**config.mk**
```make
export PLATFORM = sky130hd
export DESIGN_NAME = accelerator_matrix_transpose
export DESIGN_NICKNAME = d
export VERILOG_FILES = /design/src/rtl/accelerator_matrix_transpose_pkg.sv /design/src/rtl/accelerator_matrix_transpose.sv
export SDC_FILE = /design/constraint.sdc
export NUM_CORES = 2
export LEC_CHECK = 0
export ABC_AREA = 0
export CAP_MARGIN = 40
export CORE_UTILIZATION = 60
export DETAILED_ROUTE_END_ITERATION = 6
export GPL_ROUTABILITY_DRIVEN = 0
export HOLD_SLACK_MARGIN = 0.08
export PLACE_DENSITY_LB_ADDON = 0.3
export SLEW_MARGIN = 20
export SYNTH_ARGS = -nofsm -noshare
export SYNTH_HDL_FRONTEND = slang
export SYNTH_SLANG_ARGS = --single-unit
```
**constraint.sdc**
```tcl
create_clock -name CLK -period 13.6 [get_ports CLK]
set_input_delay 2.72 -clock CLK [delete_from_list [all_inputs] [get_ports CLK]]
set_output_delay 2.72 -clock CLK [all_outputs]
set_load 0.01 [all_outputs]
```
**src/rtl/accelerator_matrix_transpose_pkg.sv**
```systemverilog
// Shared accelerator definitions: transpose FSM encoding, control/data
// constants and a small index-width helper.
package accelerator_matrix_transpose_pkg;

  typedef enum logic [1:0] {
    STARTER = 2'd0,
    INPUT   = 2'd1,
    OUTPUT  = 2'd2,
    ENDER   = 2'd3
  } state_t;

  localparam logic [63:0] ZERO_CONTROL = 64'd0;
  localparam logic [63:0] ONE_CONTROL  = 64'd1;
  localparam logic [63:0] ZERO_DATA    = 64'd0;

  // Address width needed to index n entries (at least one bit).
  function automatic int idx_width(input int n);
    return (n > 1) ? $clog2(n) : 1;
  endfunction

endpackage

```
**src/rtl/accelerator_matrix_transpose.sv**
```systemverilog
// Streaming matrix transpose: accepts a SIZE_I x SIZE_J matrix row-major,
// buffers it, then emits the transpose row-major with no stalls.
// The i/j index pair addresses buf[i][j] in both phases: during INPUT j is
// the fast index; during OUTPUT i (the output column) is the fast index, so
// the read address buf[i][j] is exactly the transposed element.
module accelerator_matrix_transpose
  import accelerator_matrix_transpose_pkg::*;
#(
  parameter int DATA_SIZE    = 64,
  parameter int CONTROL_SIZE = 64,
  parameter int MAX_I        = 4,
  parameter int MAX_J        = 4
) (
  input  logic                 CLK,
  input  logic                 RST,
  input  logic                 START,
  output logic                 READY,
  input  logic                 DATA_IN_I_ENABLE,
  input  logic                 DATA_IN_J_ENABLE,
  output logic                 DATA_OUT_I_ENABLE,
  output logic                 DATA_OUT_J_ENABLE,
  input  logic [DATA_SIZE-1:0] SIZE_I_IN,
  input  logic [DATA_SIZE-1:0] SIZE_J_IN,
  input  logic [DATA_SIZE-1:0] DATA_IN,
  output logic [DATA_SIZE-1:0] DATA_OUT
);

  localparam int I_AW = idx_width(MAX_I);
  localparam int J_AW = idx_width(MAX_J);

  typedef logic [CONTROL_SIZE-1:0] ctrl_t;
  typedef logic [DATA_SIZE-1:0]    data_t;

  localparam ctrl_t CZERO = ctrl_t'(ZERO_CONTROL);
  localparam ctrl_t CONE  = ctrl_t'(ONE_CONTROL);
  localparam data_t DZERO = data_t'(ZERO_DATA);
  localparam ctrl_t CMAX_I = ctrl_t'(MAX_I);
  localparam ctrl_t CMAX_J = ctrl_t'(MAX_J);

  state_t state_q, state_d;
  ctrl_t  size_i_q, size_i_d;
  ctrl_t  size_j_q, size_j_d;
  ctrl_t  i_q, i_d;
  ctrl_t  j_q, j_d;
  data_t  data_out_q, data_out_d;

  data_t  buf_q [MAX_I][MAX_J];
  logic   wr_en;
  data_t  rd_data;
  ctrl_t  size_i_in;
  ctrl_t  size_j_in;
  logic   sizes_ok;

  logic [I_AW-1:0] i_idx;
  logic [J_AW-1:0] j_idx;

  // Sizes are truncated to control width before range checking.
  assign size_i_in = ctrl_t'(SIZE_I_IN);
  assign size_j_in = ctrl_t'(SIZE_J_IN);
  assign sizes_ok  = (size_i_in != CZERO) && (size_i_in <= CMAX_I) &&
                     (size_j_in != CZERO) && (size_j_in <= CMAX_J);

  // Indices are always < size <= MAX, so the low bits address the array.
  assign i_idx   = i_q[I_AW-1:0];
  assign j_idx   = j_q[J_AW-1:0];
  assign rd_data = buf_q[i_idx][j_idx];

  // Next-state, index sequencing and buffer write enable.
  always_comb begin
    state_d    = state_q;
    size_i_d   = size_i_q;
    size_j_d   = size_j_q;
    i_d        = i_q;
    j_d        = j_q;
    data_out_d = data_out_q;
    wr_en      = 1'b0;
    case (state_q)
      STARTER: begin
        if (START) begin
          size_i_d = size_i_in;
          size_j_d = size_j_in;
          i_d      = CZERO;
          j_d      = CZERO;
          state_d  = sizes_ok ? INPUT : ENDER;
        end
      end
      INPUT: begin
        if (DATA_IN_I_ENABLE || DATA_IN_J_ENABLE) begin
          wr_en = 1'b1;
          if (j_q == size_j_q - CONE) begin
            j_d = CZERO;
            if (i_q == size_i_q - CONE) begin
              i_d     = CZERO;
              state_d = OUTPUT;
            end else begin
              i_d = i_q + CONE;
            end
          end else begin
            j_d = j_q + CONE;
          end
        end
      end
      OUTPUT: begin
        data_out_d = rd_data;
        if (i_q == size_i_q - CONE) begin
          i_d = CZERO;
          if (j_q == size_j_q - CONE) begin
            j_d     = CZERO;
            state_d = ENDER;
          end else begin
            j_d = j_q + CONE;
          end
        end else begin
          i_d = i_q + CONE;
        end
      end
      ENDER: begin
        state_d = STARTER;
      end
      default: begin
        state_d = STARTER;
      end
    endcase
  end

  // Control state register with asynchronous reset.
  always_ff @(posedge CLK or posedge RST) begin
    if (RST) begin
      state_q    <= STARTER;
      size_i_q   <= CZERO;
      size_j_q   <= CZERO;
      i_q        <= CZERO;
      j_q        <= CZERO;
      data_out_q <= DZERO;
    end else begin
      state_q    <= state_d;
      size_i_q   <= size_i_d;
      size_j_q   <= size_j_d;
      i_q        <= i_d;
      j_q        <= j_d;
      data_out_q <= data_out_d;
    end
  end

  // Element buffer; never reset, only read back after being rewritten.
  always_ff @(posedge CLK) begin
    if (wr_en) begin
      buf_q[i_idx][j_idx] <= DATA_IN;
    end
  end

  // Output element is read straight from the buffer so the first one lands
  // in the cycle right after the last input; otherwise the last value holds.
  assign DATA_OUT          = (state_q == OUTPUT) ? rd_data : data_out_q;
  assign DATA_OUT_J_ENABLE = (state_q == OUTPUT);
  assign DATA_OUT_I_ENABLE = (state_q == OUTPUT) && (i_q == CZERO);
  assign READY             = (state_q == ENDER);

endmodule
```
==> results summary <==
The adder-cell share of the synthesized area came out at 0.003217. The number of max-cap violations is 0. The initial standard-cell utilization of the core came out at 0.6042. The Yosys step of the flow raised 0 warnings. Grouping stages by cell kind, the critical path spends the most delay in buffers and inverters. The average cell area after synthesis came out at roughly 16 sq um.

The total iterations of the first detailed-routing run is 6. The floorplan has 114 rows. The clock edge transition at the registers on the reported setup and hold paths came out at around 0.060 ns. The buffer and inverter count on the worst path is 4.

The sum of negative setup slack came out at 0 ns. TritonCTS built the clock tree. Setup repair after global routing left no endpoint under its margin.

The area fraction in compound gates after synthesis came out at 0.04447. The share of final-layout standard cells stronger than drive strength 1 is 0.2069. Entering global routing, the biggest net connects around 150 pins. The count of different cell masters after synthesis came out at 83.

After synthesis, the largest family of logic cells by area is multiplexers. The worst setup path is launched from a flop. The post-synthesis net count is roughly 3800.

CTS built an H-tree with a depth of 4. After routing the design area is 0.06708 sq mm. The class of the tightest hold or removal check is flop to flop. The leftover overflow at the end of global routing is 0. The number of nets still failing antenna checks after routing is 0. The tree is rooted in a sky130_fd_sc_hd__clkbuf_16.

Of the total synthesized cell area, the portion taken by AND, OR, NAND and NOR gates is 0.08174. The fraction of registers with async set/reset came out at 0.2392. IR analysis of the VDD net gives a maximum drop of 0.0001918 V. The total placed instance area is 0.06267 sq mm. In this run the deepest clock path goes through 3 buffers. Of the total power, the clock network draws 0.274.

The total net switching power came out at about 0.0044 W. Traced cell by cell, the critical path runs through buf_4, buf_4, buf_16, mux4_2, mux4_2, mux2_2, clkdlybuf4s50_1. From bottom edge to top edge, the die measures 313.8 microns. Among all flip-flop cells after synthesis, the most frequent one is sky130_fd_sc_hd__edfxtp_1. The pin slew with the least headroom to its limit came out at roughly 1.1 ns. 264 I/O pins were placed. The global-route wire length before repair came out at about 230000 microns. The post-synthesis to final-layout area growth came out at 14.96%. The final HPWL from detailed placement came out at slightly below 90000 microns. After the first detailed-routing iteration, the DRC count stood at roughly 4600.

On the critical path, the stage with the largest delay is an instance of sky130_fd_sc_hd__dfrtp_4. Hold repair after CTS inserted 0 buffers. Clock tree synthesis found a total of between 1000 and 1500 sinks.

The worst slew margin relative to its limit came out at 0.2901. The synthesized-area fraction occupied by xor and xnor cells came out at 0.02702. The number of standard cells after synthesis is 3571.

Gates resized during post-CTS repair numbered 0. After synthesis the netlist holds a flip-flop and latch count of about 1300. The number of hold violations in the final report is 0. The final max-slew violation count came to 0. The static leakage power came out at around 22 nW. The total power divided by cell area came out at 197.4 mW/mm^2.

The setup path with the least slack is of type flop to output pin. The minimum period implied by the final worst setup slack came out at 8.051 ns. The global-route usage over all layers came out at 0.3198. Yosys mapped a number of flops with a built-in enable equal to just over 1000. Internal power comes to 0.008889 W. The largest single stage delay on the critical path is ~0.97 ns.

The fmax is roughly 0.12 GHz. The quantity of I/O buffers inserted on ports came out at around 260. The core area is 0.09657 sq mm.

The final net count came out at between 4000 and 5000. Summing over every cut layer, the via total after detailed routing is roughly 36000. For this run, design rule violations remaining after detail routing come to 0.

In the routed layout, each cell is associated on average with a via count of a little under 7. The width of the chip is between 300 and 400 microns. The final-report setup violation count came out at 0.

Buffers inserted during clock tree synthesis total about 140. The proportion of synthesized chip area in sequential cells came out at 0.6651. The sequential fraction of design power came out at 0.413. The worst clock skew on the final layout is roughly 0.034 ns. The via count of the first global-routing pass is around 36000. The fraction of power consumed by combinational cells came out at 0.313. STA classifies the critical path endpoint as an output pin.

The worst path arrival time is between 5 and 6 ns. Of the total power, the share spent switching nets is 0.3286. For the worst setup path, the data required time is around 11 ns. The flow ran to the end, and the final reports show no timing, DRC or antenna violations.

The later-pin clock latency in the skew report is 0.77 ns. On the final layout, the worst hold slack is between 0.4 and 0.5 ns. The cell area that synthesis handed to floorplanning was approximately 0.058 sq mm. Measured against the total synthesized area, the mux share comes to 0.1632.

The initial antenna violation count came out at 8. The final period utilization came out at 0.5920. The routed length per placed instance is 30.25 microns. The total die area is 0.09850 sq mm. The largest driver fanout on the critical path is 56.

The final routed wirelength across all metal layers is about 160000 microns. After clock tree synthesis, the setup repair step added 0 buffers.
==> synthesized netlist by cell type, types with 57 or more instances <==
library cell               count  share of area
sky130_fd_sc_hd__and3_1       58         0.0062
sky130_fd_sc_hd__nand3_1      78         0.0067
sky130_fd_sc_hd__xor2_1       67          0.010
sky130_fd_sc_hd__mux2_2      194          0.037
sky130_fd_sc_hd__xnor2_1     113          0.017
sky130_fd_sc_hd__nand4_1      57         0.0061
sky130_fd_sc_hd__nor4_1      112          0.012
sky130_fd_sc_hd__a21oi_1      64         0.0055
sky130_fd_sc_hd__dfrtp_1     322           0.14
sky130_fd_sc_hd__nor3_1       72         0.0062
sky130_fd_sc_hd__clkbuf_1    144         0.0093
sky130_fd_sc_hd__nor2_1      147         0.0095
sky130_fd_sc_hd__o31ai_1      68         0.0087
sky130_fd_sc_hd__edfxtp_1   1024           0.53
sky130_fd_sc_hd__nand2_1     129         0.0083
sky130_fd_sc_hd__o21ai_0     156          0.013
sky130_fd_sc_hd__mux4_2      320           0.12
==> cell families after synthesis <==
kind of cell | after synthesis
mux | 527
fa+ha+maj | 15
xor+xnor | 180
buf+inv | 223
simple gates | 866
compound gates | 414
flops | 1346
==> worst paths after layout <==
check,cells after the start,slack (ns),end,from
setup / recovery,7,5.55,DATA_OUT[3],i_q[1]
hold / removal,1,0.50,data_out_q[41],data_out_q[41]
setup reg to reg,14,7.86,i_q[10],size_j_q[0]
hold reg to reg,1,0.50,data_out_q[41],data_out_q[41]
max in group asynchronous,5,9.37,j_q[0],RST
min in group asynchronous,2,2.36,size_i_q[28],RST
==> power by group through the flow <==
stage                     combinational, W  clock [W]  sequential [W]
after CTS                          0.00409    0.00365         0.00544
after global placement             0.00388          0         0.00551
after global routing               0.00442    0.00381         0.00551
final                              0.00414    0.00363         0.00547
after detailed placement           0.00402          0         0.00550
after floorplan                    0.00290          0         0.00520
==> state kept, by name, indices dropped and copies added (netlist names) <==
name and cells:
size_j_q 64, i_q 64, size_i_q 64, j_q 64
buf_q 1024, state_q 2, data_out_q 64
==> area by class of cell <==
cell class | instances | area (sq um)
inverter | 29 | 121.4
multi-input combinational | 2002 | 18770
sequential | 1346 | 38820
tap | 1276 | 1597
clock inverter | 52 | 442.9
timing repair buffer | 328 | 3491
fill | 5970 | 29490
antenna | 8 | 20.02
clock buffer | 197 | 3814
==> per-layer routing <==
| layer | track usage | routed length [microns] | vias up |
|---|---|---|---|
| li1 | - | - | 14930 |
| met1 | 0.4314 | 58830 | 18120 |
| met2 | 0.5160 | 77910 | 2292 |
| met3 | 0.06564 | 16140 | 384 |
| met4 | 0.1272 | 5516 | 6 |
| met5 | 0 | 45 | - |
==> metrics by stage <==
stage	setup slack, ns	utilization	cells	total power, W
after floorplan	1.967	-	3571	0.008095
final	5.549	0.6946	5238	0.01324
after global placement	6.294	0.6448	4957	0.009383
after global routing	5.463	0.6945	5234	0.01374
after CTS	5.573	0.6930	5224	0.01318
after detailed placement	6.470	0.6490	4975	0.009522
==> placed cells by master, fill, tap and decap left out, drive strengths merged, types with 78 or more instances in the layout <==
cell type	instances
xnor2	113
o21ai	171
nand3	78
nor4	115
nand2	129
nor2	148
dfrtp	322
mux2	194
edfxtp	1024
clkdlybuf4s50	263
mux4	320
clkbuf	198
==> worst register-to-register path, delay by kind of cell, from the launching register on <==
kind	cells	cell delay, ns
and+or+nand+nor	7	3.07
AOI/OAI and AO/OA	4	1.42
DFF	1	0.47
buffers and inverters	2	0.42
adders and majority gates	1	0.27
Power figures use the tool's default switching activity.
